==> config.mk <==
export PLATFORM = sky130hd
export DESIGN_NAME = serial_in_parallel_out_receiver
export DESIGN_NICKNAME = d
export VERILOG_FILES = /design/src/rtl/serial_in_parallel_out_receiver.sv
export SDC_FILE = /design/constraint.sdc
export NUM_CORES = 1
export LEC_CHECK = 0
export ABC_AREA = 1
export ABC_CLOCK_PERIOD_IN_PS = 1500
export CORE_MARGIN = 2
export CORE_UTILIZATION = 28
export CTS_CLUSTER_SIZE = 10
export DETAILED_ROUTE_END_ITERATION = 8
export PLACE_DENSITY = 0.58
export SLEW_MARGIN = 10
export SYNTH_ARGS = -nofsm -noshare
export SYNTH_HDL_FRONTEND = slang
export SYNTH_SLANG_ARGS = --single-unit
==> constraint.sdc <==
create_clock -name clk -period 1.5 [get_ports clk]
set_input_delay 0.225 -clock clk [delete_from_list [all_inputs] [get_ports clk]]
set_output_delay 0.225 -clock clk [all_outputs]
set_load 0.03 [all_outputs]
==> src/rtl/serial_in_parallel_out_receiver.sv <==
// Framed serial-to-parallel receiver: assembles INPUT_WIDTH-bit words from a
// qualified serial stream and hands them off through a one-word holding register.
module serial_in_parallel_out_receiver #(
    parameter int INPUT_WIDTH = 8,
    parameter bit MSB_FIRST   = 1'b1
) (
    input  logic                   clk,
    input  logic                   reset,
    input  logic                   serial_in,
    input  logic                   serial_valid,
    input  logic                   frame_start,
    output logic [INPUT_WIDTH-1:0] parallel_out,
    output logic                   out_valid,
    input  logic                   out_ready,
    output logic                   frame_error,
    output logic                   overrun
);

    localparam int              CW         = $clog2(INPUT_WIDTH + 1);
    localparam logic [CW-1:0]   LAST_COUNT = CW'(INPUT_WIDTH - 1);

    typedef enum logic {IDLE, SHIFT} state_t;

    state_t                 state, state_next;
    logic [INPUT_WIDTH-1:0] shift_reg, shift_next;
    logic [CW-1:0]          count, count_next;
    logic                   word_done;
    logic                   frame_error_next;
    logic                   holding_free;

    function automatic logic [INPUT_WIDTH-1:0] shift_in(input logic [INPUT_WIDTH-1:0] v,
                                                        input logic b);
        if (MSB_FIRST) return {v[INPUT_WIDTH-2:0], b};
        else           return {b, v[INPUT_WIDTH-1:1]};
    endfunction

    // NOTE: every signal written here gets a default first, so no path leaves
    // one unassigned and no latch is inferred.
    always_comb begin
        state_next       = state;
        shift_next       = shift_reg;
        count_next       = count;
        word_done        = 1'b0;
        frame_error_next = 1'b0;
        if (serial_valid) begin
            case (state)
                IDLE: begin
                    if (frame_start) begin
                        shift_next = shift_in('0, serial_in);
                        count_next = CW'(1);
                        state_next = SHIFT;
                    end
                end
                SHIFT: begin
                    // A frame_start inside a word restarts it, even on what
                    // would otherwise be the completing bit.
                    if (frame_start) begin
                        frame_error_next = 1'b1;
                        shift_next       = shift_in('0, serial_in);
                        count_next       = CW'(1);
                    end else begin
                        shift_next = shift_in(shift_reg, serial_in);
                        if (count == LAST_COUNT) begin
                            word_done  = 1'b1;
                            count_next = '0;
                            state_next = IDLE;
                        end else begin
                            count_next = count + 1'b1;
                        end
                    end
                end
                default: state_next = IDLE;
            endcase
        end
    end

    assign holding_free = !out_valid || out_ready;

    // NOTE: sequential state uses non-blocking assignments so every register
    // samples pre-edge values regardless of process ordering.
    always_ff @(posedge clk or posedge reset) begin
        if (reset) begin
            state     <= IDLE;
            shift_reg <= '0;
            count     <= '0;
        end else begin
            state     <= state_next;
            shift_reg <= shift_next;
            count     <= count_next;
        end
    end

    always_ff @(posedge clk or posedge reset) begin
        if (reset) begin
            parallel_out <= '0;
            out_valid    <= 1'b0;
            frame_error  <= 1'b0;
            overrun      <= 1'b0;
        end else begin
            frame_error <= frame_error_next;
            overrun     <= word_done && !holding_free;
            if (word_done && holding_free) begin
                parallel_out <= shift_next;
                out_valid    <= 1'b1;
            end else if (out_valid && out_ready) begin
                out_valid <= 1'b0;
            end
        end
    end

endmodule
==> qor.yml, run 1 <==
critical_path:
  cp_max_fo: 8
  reg2reg_depth: 7
  worst-setup-path-type: "flop to flop"
  critical_path.max_stage_delay_ps: 420
  endpoint_kind: "flop"
  cp_slowest_cell: "dfrtp_1"
  cp-start-kind: "flop"
  r2r-end: "parallel_out[2]"
  worstPathRequired_ps: 1700
  r2r-start: "count[0]"
  cpLargestDelayFamily: "simple AND/OR/NAND/NOR gates"
  crit_buf_inv: 0
  arrival_ps: 1580
  path_cells: "ha_1, nand2_1, nor2_4, nand2_4, nor2_8, nand2_1, nand2_1"
  r2r_slack_ps: 120
  crit_path_frequent_cell: "nand2_1"
layout:
  syn2layout_area_growth_pct: 25.8
  diodes: 0
  final_cells: 191
  fin_area_sq_mm: 0.00138
  fin_util_pct: 37.1
  fillCellCount: 393
  post_route_cells_drive_above_1_share_pct: 17.5
  nets: 152
  multi_input_area_sq_um: 452
  regArea_sq_um: 601
timing:
  holdWs_ps: 307
  fin_setup_tns_ps: 0
  rsz0062_at_grt: "false"
  worst_slack_ps: 122
  skew_ps: 5.01
  maxSlewHeadroom_pct: 72.3
  finalCritPeriodShare_pct: 91.8
  max_freq_mhz: 726
  period_needed_ps: 1380
  slew_viol_final: 0
  final-hold-violation-count: 0
  max_slew.worst_pin.slew_ps: 414
  setup_violations: 0
route:
  ant_nets: 0
  wl_per_cell_um: 11.2
  drc: 0
  via_per_inst: 4.38
  drt_first_iter_violations: 27
  wirelength_um: 2130
  via_count: 837
  drt_first_pass_iters: 4
synthesis:
  muxShareOfSynthArea_pct: 0
  ys_types: 18
  synthTopCellsByCount: "nand2_1, dfrtp_1, nand3_1"
  ys_seq_elements: 24
  synth_top_family_by_area: "simple AND/OR/NAND/NOR gates"
  syn_inst: 121
  yosysTopAreaCellShare_pct: 54.8
  synthesis.nets: 128
  ys_top_cells_by_area: "dfrtp_1, nand2_1, nand3_1, nand3_2, nor2_8"
  syn_area_sq_mm: 0.00110
  synthSimpleGateAreaFrac_pct: 36.9
  yosysWarningCount: 0
  synth-edff-count: 0
  synth_fa_ha_area_share_pct: 1.14
  synth_top_area_cell: "dfrtp_1"
  synth_compound_area_share_pct: 2.05
  synthXorXnorAreaFrac_pct: 0
  async_reset_ff_share_pct: 100
  synth_seq_area_share_pct: 54.8
  syn_area_per_cell_sq_um: 9.06
  ys.flop_type: "dfrtp_1"
  synth.most_common_cell: "nand2_1"
floorplanning:
  io_pins: 17
  fp.coreArea_sq_mm: 0.00372
  die_area_sq_mm: 0.00443
  rows: 22
  die_y_um: 66.6
  start_util_pct: 29.5
  die_x_um: 66.6
power:
  vdd_drop_max_mv: 0.709
  swShare_pct: 27.7
  combPwrFrac_pct: 16.0
  seq_power_share_pct: 55.6
  total_power_mw: 1.31
  clkPwrFrac_pct: 28.3
  switchingPower_uw: 363
  p_int_uw: 947
  cellLeakagePower_nw: 0.774
  powerDensity_mw_per_mm2: 951
global_route:
  track_usage_pct: 10.7
  grt_max_degree: 25
  grt_pass1_vias: 850
  grt_pass1_wl_um: 3680
  antenna_found_initial: 0
  grt_overflow: 0
clocking:
  clock_latency_ps: 260
  numClockSinks: 24
  cts_tree: "built"
  numCtsBuffers: 3
  cts_max_level: 1
  hold_buffers: 0
  cts.clk_slew.worst_paths_ps: 80
  clock_path_buffers: 2
  cts_root_buf: "clkbuf_8"
placed_design:
  placed_area_sq_mm: 0.00134
  gp_congestion: 0.759
  place_ws_ps: -39.5
  dp_hpwl_um: 1520
  dp.cells: 188
  portBuffers: 16
outcome:
  status: "finished, final reports clean"
run:
  maxCapViolCount: 0
worst_hold_path:
  hp-class: "input port to async pin"
==> tightest hold or removal path: cells and delay by family <==
| family | cells | cell delay (ps) |
|---|---|---|
| buffers and inverters | 3 | 740 |
==> cells in the final DEF, fill, tap and decap left out, drive strengths merged <==
master         count
a21oi              1
buf                5
clkbuf             3
clkdlybuf4s50      5
dfrtp             24
dlygate4sd2       10
dlymetal6s2s       1
ha                 1
inv               10
nand2             56
nand3             15
nand4              1
nor2               8
o211ai             1
o21ai              2
==> repair_timing <==
action / 4_1_cts / 5_1_grt
gates resized for setup: 10 / 3
setup buffers: 0 / 0
setup endpoints to repair: 10 / 9
==> power groups by stage <==
stage	Clock (mW)	Sequential [mW]	Combinational (mW)
2_1_floorplan	0	0.759	0.116
3_3_place_gp	0	0.739	0.214
3_5_place_dp	0	0.742	0.219
4_1_cts	0.392	0.728	0.212
5_1_grt	0.411	0.736	0.235
6_report	0.371	0.729	0.210
==> final cells by class <==
| type | instances | share of cell area [%] |
|---|---|---|
| Clock buffer | 3 | 2.99 |
| Inverter | 10 | 2.72 |
| Multi-Input combinational cell | 85 | 32.8 |
| Sequential cell | 24 | 43.6 |
| Tap cell | 48 | 4.36 |
| Timing Repair Buffer | 21 | 13.6 |
==> cells by family after synthesis <==
logic type	Yosys count
AOI/OAI and AO/OA	4
adders and majority gates	1
buffers and inverters	12
DFF	24
and+or+nand+nor	80
==> layer usage <==
layer / vias to the layer above / routed length, um / track usage, %
met5: - / 0 / 0
met4: 0 / 0 / 0.765
met3: 0 / 78 / 3.38
met2: 15 / 1040 / 18.5
met1: 399 / 1010 / 13.6
li1: 423 / - / -
==> worst max-delay path by stage <==
stage                       from               to  slack, ps  cells past startpoint
finish                  count[0]  parallel_out[2]        120                      7
global route            count[0]  parallel_out[2]         10                      7
CTS                  frame_error      frame_error          9                      1
detailed placement  serial_valid  parallel_out[7]        -40                      7
global placement    serial_valid  parallel_out[6]        -20                      7
floorplan              out_valid  parallel_out[0]        230                      6
(Power assumes the default switching activity.)
==> run 2: changes to the inputs <==
--- a/config.mk
+++ b/config.mk
@@ -11,8 +11,9 @@
 export CORE_UTILIZATION = 28
 export CTS_CLUSTER_SIZE = 10
 export DETAILED_ROUTE_END_ITERATION = 8
+export MAX_ROUTING_LAYER = met4
 export PLACE_DENSITY = 0.58
-export SLEW_MARGIN = 10
+export SETUP_SLACK_MARGIN = 0.4
 export SYNTH_ARGS = -nofsm -noshare
 export SYNTH_HDL_FRONTEND = slang
 export SYNTH_SLANG_ARGS = --single-unit
==> qor.yml, run 2 (synthesis results as in run 1) <==
timing:
  max_freq_mhz: 808
  finalCritPeriodShare_pct: 82.5
  final-hold-violation-count: 0
  slew_viol_final: 0
  worst_slack_ps: 263
  skew_ps: 3.64
  maxSlewHeadroom_pct: 79.6
  rsz0062_at_grt: "true"
  period_needed_ps: 1240
  holdWs_ps: 294
  setup_violations: 0
  max_slew.worst_pin.slew_ps: 305
critical_path:
  arrival_ps: 1450
  crit_path_frequent_cell: "nand2_1"
  worstPathRequired_ps: 1710
  cp_slowest_cell: "dfrtp_1"
  endpoint_kind: "flop"
  path_cells: "ha_2, nand2_2, nor2_4, nand2_4, nor2_8, nand2_1, nand2_1"
  cp-start-kind: "flop"
  worst-setup-path-type: "flop to flop"
  cp.depth: 7
  critical_path.max_stage_delay_ps: 370
  cpLargestDelayFamily: "simple AND/OR/NAND/NOR gates"
  crit_buf_inv: 0
  reg2reg_depth: 7
  cp_max_fo: 8
route:
  via_count: 909
  drt_first_pass_iters: 4
  ant_nets: 0
  wirelength_um: 2240
  drc: 0
  wl_per_cell_um: 11.0
  drt_first_iter_violations: 37
  via_per_inst: 4.46
clocking:
  cts_tree: "built"
  numCtsBuffers: 3
  clock_path_buffers: 2
  cts.clk_slew.worst_paths_ps: 90
  numClockSinks: 24
  hold_buffers: 0
  cts_root_buf: "clkbuf_8"
  clock_latency_ps: 270
  cts_max_level: 1
placed_design:
  place_ws_ps: -94.3
  portBuffers: 16
  dp_hpwl_um: 1490
  gp_congestion: 0.736
layout:
  fin_util_pct: 40.2
  final_common_cell: "nand2_1"
  post_route_cells_drive_above_1_share_pct: 37.8
  fillCellCount: 376
  final_cell_mix: "nand2_1, dfrtp_1, buf_4"
  nets: 164
  diodes: 0
  syn2layout_area_growth_pct: 36.4
power:
  vdd_drop_max_mv: 0.353
  cellLeakagePower_nw: 0.816
  total_power_mw: 1.56
  powerDensity_mw_per_mm2: 1040
global_route:
  grt_pass1_vias: 851
  antenna_found_initial: 0
  grt_pass1_wl_um: 3810
  track_usage_pct: 12.0
  grt_max_degree: 25
  grt_overflow: 0
floorplanning:
  die_x_um: 66.6
  io_pins: 17
  die_area_sq_mm: 0.00443
  rows: 22
  start_util_pct: 29.5
  fp.coreArea_sq_mm: 0.00372
  die_y_um: 66.6
worst_hold_path:
  hp-class: "input port to async pin"
run:
  maxCapViolCount: 0
outcome:
  status: "finished, final reports clean"
run 2: cell types whose count changed in the layout (fill, tap and decap cells not counted), moves of 4 or more:
cell,delta
dlygate4sd2_1,-8
buf_2,+8
buf_4,+13
nand2_2,+4
nand2_1,-5
run 2: worst reg2reg max path: cells and delay by family (launching register included):
kind / cells / cell delay [ps]
adders and majority gates: 1 / 200
DFF: 1 / 370
and+or+nand+nor: 6 / 610
run 2: layout make-up:
type	count	area, sq um	share of cell area (%)
clock inverter	1	30.0	2.01
timing repair buffer	33	245	16.4
tap	48	60.1	4.02
inverter	10	37.5	2.51
sequential	24	602	40.3
clock buffer	3	41.3	2.76
multi-input combinational	85	479	32.1
run 2: path summary, 6_finish.rpt:
kind | start | end | slack, ps
worst max register to register | count[0] | parallel_out[3] | 260
worst min-delay path | reset | parallel_out[5] | 290
min in group clk | parallel_out[7] | parallel_out[7] | 480
worst min register to register | parallel_out[7] | parallel_out[7] | 480
max in group asynchronous | reset | out_valid | 960
worst max-delay path | count[0] | parallel_out[3] | 260
run 2: power breakdown:
group          internal [mW]  switching (mW)
registers              0.690          0.0330
logic                  0.117           0.155
clock network          0.357           0.208
run 2: metal layers:
| metal | share of wire (%) | track usage (%) |
|---|---|---|
| met5 | 0 | - |
| met2 | 51 | 19.4 |
| met1 | 44 | 14.0 |
| met4 | 2.4 | 6.63 |
| met3 | 3.6 | 2.36 |
run 2: stage by stage:
| step | std cells | area (sq um) | setup TNS (ps) |
|---|---|---|---|
| 4_1_cts | 198 | 1430 | 0 |
| 5_1_grt | 204 | 1500 | 0 |
| 6_report | 204 | 1500 | 0 |
| 3_5_place_dp | 187 | 1350 | -473 |
| 2_1_floorplan | 121 | 1120 | 0 |
| 3_3_place_gp | 187 | 1350 | -141 |
run 2: what timing repair did:
action / in CTS / in global routing
setup buffers: 7 / 6
pin swaps: 3 / 3
setup endpoints to repair: 31 / 23
gates resized for setup: 58 / 16
==> run 3: changes to the inputs <==
--- a/config.mk
+++ b/config.mk
@@ -6,13 +6,13 @@
 export NUM_CORES = 1
 export LEC_CHECK = 0
 export ABC_AREA = 1
-export ABC_CLOCK_PERIOD_IN_PS = 1500
+export ABC_CLOCK_PERIOD_IN_PS = 1000
 export CORE_MARGIN = 2
 export CORE_UTILIZATION = 28
 export CTS_CLUSTER_SIZE = 10
 export DETAILED_ROUTE_END_ITERATION = 8
 export MAX_ROUTING_LAYER = met4
-export PLACE_DENSITY = 0.58
+export PLACE_DENSITY = 0.6
 export SETUP_SLACK_MARGIN = 0.4
 export SYNTH_ARGS = -nofsm -noshare
 export SYNTH_HDL_FRONTEND = slang
==> constraint.sdc (replaced) <==
create_clock -name clk -period 1 [get_ports clk]
set_input_delay 0.15 -clock clk [delete_from_list [all_inputs] [get_ports clk]]
set_output_delay 0.15 -clock clk [all_outputs]
set_load 0.03 [all_outputs]
==> qor.yml, run 3 (synthesis results as in run 1) <==
layout:
  final_cells: 221
  diodes: 0
  post_route_cells_drive_above_1_share_pct: 56.6
  multi_input_area_sq_um: 572
  nets: 181
  final_cell_mix: "nand2_1, nand2_2, dfrtp_1"
  syn2layout_area_growth_pct: 69.4
  final_common_cell: "nand2_1"
  regArea_sq_um: 604
  fillCellCount: 345
  fin_area_sq_mm: 0.00186
route:
  drt_first_iter_violations: 46
  drc: 0
  via_per_inst: 4.64
  wirelength_um: 2970
  via_count: 1025
  wl_per_cell_um: 13.4
  ant_nets: 0
  drt_first_pass_iters: 4
critical_path:
  worst-setup-path-type: "flop to flop"
  cp_max_fo: 5
  endpoint_kind: "flop"
  cp-start-kind: "flop"
  worstPathRequired_ps: 1210
  arrival_ps: 1460
outcome:
  status: "finished, violations left"
  violations: "negative setup slack"
floorplanning:
  rows: 22
  die_x_um: 66.6
  die_area_sq_mm: 0.00443
  io_pins: 17
  start_util_pct: 29.5
  fp.coreArea_sq_mm: 0.00372
  die_y_um: 66.6
timing:
  maxSlewHeadroom_pct: 78.9
  slew_viol_final: 0
  period_needed_ps: 1250
  finalCritPeriodShare_pct: 125
  holdWs_ps: 231
  skew_ps: 1.28
  rsz0062_at_grt: "true"
  setup_violations: 22
  max_freq_mhz: 801
  worst_slack_ps: -248
  fin_setup_tns_ps: -3510
  max_slew.worst_pin.slew_ps: 317
  final-hold-violation-count: 0
power:
  vdd_drop_max_mv: 0.912
  cellLeakagePower_nw: 0.932
  total_power_mw: 2.61
  powerDensity_mw_per_mm2: 1400
global_route:
  grt_overflow: 0
  grt_max_degree: 25
  track_usage_pct: 14.5
  grt_pass1_vias: 1038
  antenna_found_initial: 0
  grt_pass1_wl_um: 4640
placed_design:
  portBuffers: 16
  gp_congestion: 0.761
  dp_hpwl_um: 1650
  placed_area_sq_mm: 0.00143
  dp.cells: 196
clocking:
  cts.clk_slew.worst_paths_ps: 90
  clock_latency_ps: 270
  cts_root_buf: "clkbuf_8"
  cts_max_level: 1
  clock_path_buffers: 2
  cts_tree: "built"
  hold_buffers: 0
  numCtsBuffers: 3
  numClockSinks: 24
run:
  maxCapViolCount: 0
worst_hold_path:
  hp-class: "input port to async pin"
==> run 3: final cells by class <==
type / count / share of cell area (%)
tap: 48 / 3.23
sequential: 24 / 32.5
inverter: 10 / 2.49
clock buffer: 3 / 2.22
timing repair buffer: 48 / 27.1
multi-input combinational: 87 / 30.8
clock inverter: 1 / 1.62
==> run 3: worst max-delay path: stages, from the launching register on <==
cell and delay [ps]:
dfrtp_1 440, nand2_4 150, buf_6 160, nor2_4 150, buf_4 130, buf_6 80, nand2_2 30, nand2_1 50
==> run 3: layer usage <==
layer	vias to the layer above	track usage [%]	part of all wire (%)
met5	-	-	0
met4	0	6.89	1.9
met3	8	2.20	3.0
met2	32	24.9	51
met1	500	16.7	44
li1	485	-	-
==> run 3: what timing repair did <==
action / 4_1_cts / 5_1_grt
cloned: 3 / 0
setup buffers: 9 / 9
resized for setup: 35 / 18
pin swaps: 16 / 10
endpoints found under the setup margin: 35 / 35
hold endpoints to repair: 0 / 0
==> run 3: where the power goes <==
group | internal (mW) | switching [mW] | total (mW)
registers | 1.04 | 0.0526 | 1.09
clock network | 0.535 | 0.323 | 0.858
logic | 0.335 | 0.326 | 0.661
==> run 3: path summary, 6_finish.rpt <==
kind	startpoint	endpoint	slack, ps	depth (start not counted)
worst max-delay path	state	count[1]	-250	7
max in group asynchronous	reset	out_valid	610	3
min in group clk	serial_in	shift_reg[0]	470	3
worst min-delay path	reset	count[2]	230	3
worst min register to register	parallel_out[7]	parallel_out[7]	520	2
worst max register to register	state	count[1]	-250	7
==> run 3: stage by stage <==
step	setup slack, ps	utilization (%)
6_report	-248	50.0
5_1_grt	-290	50.0
4_1_cts	-214	46.4
3_5_place_dp	-442	38.4
3_3_place_gp	-409	38.4
2_1_floorplan	-136	-
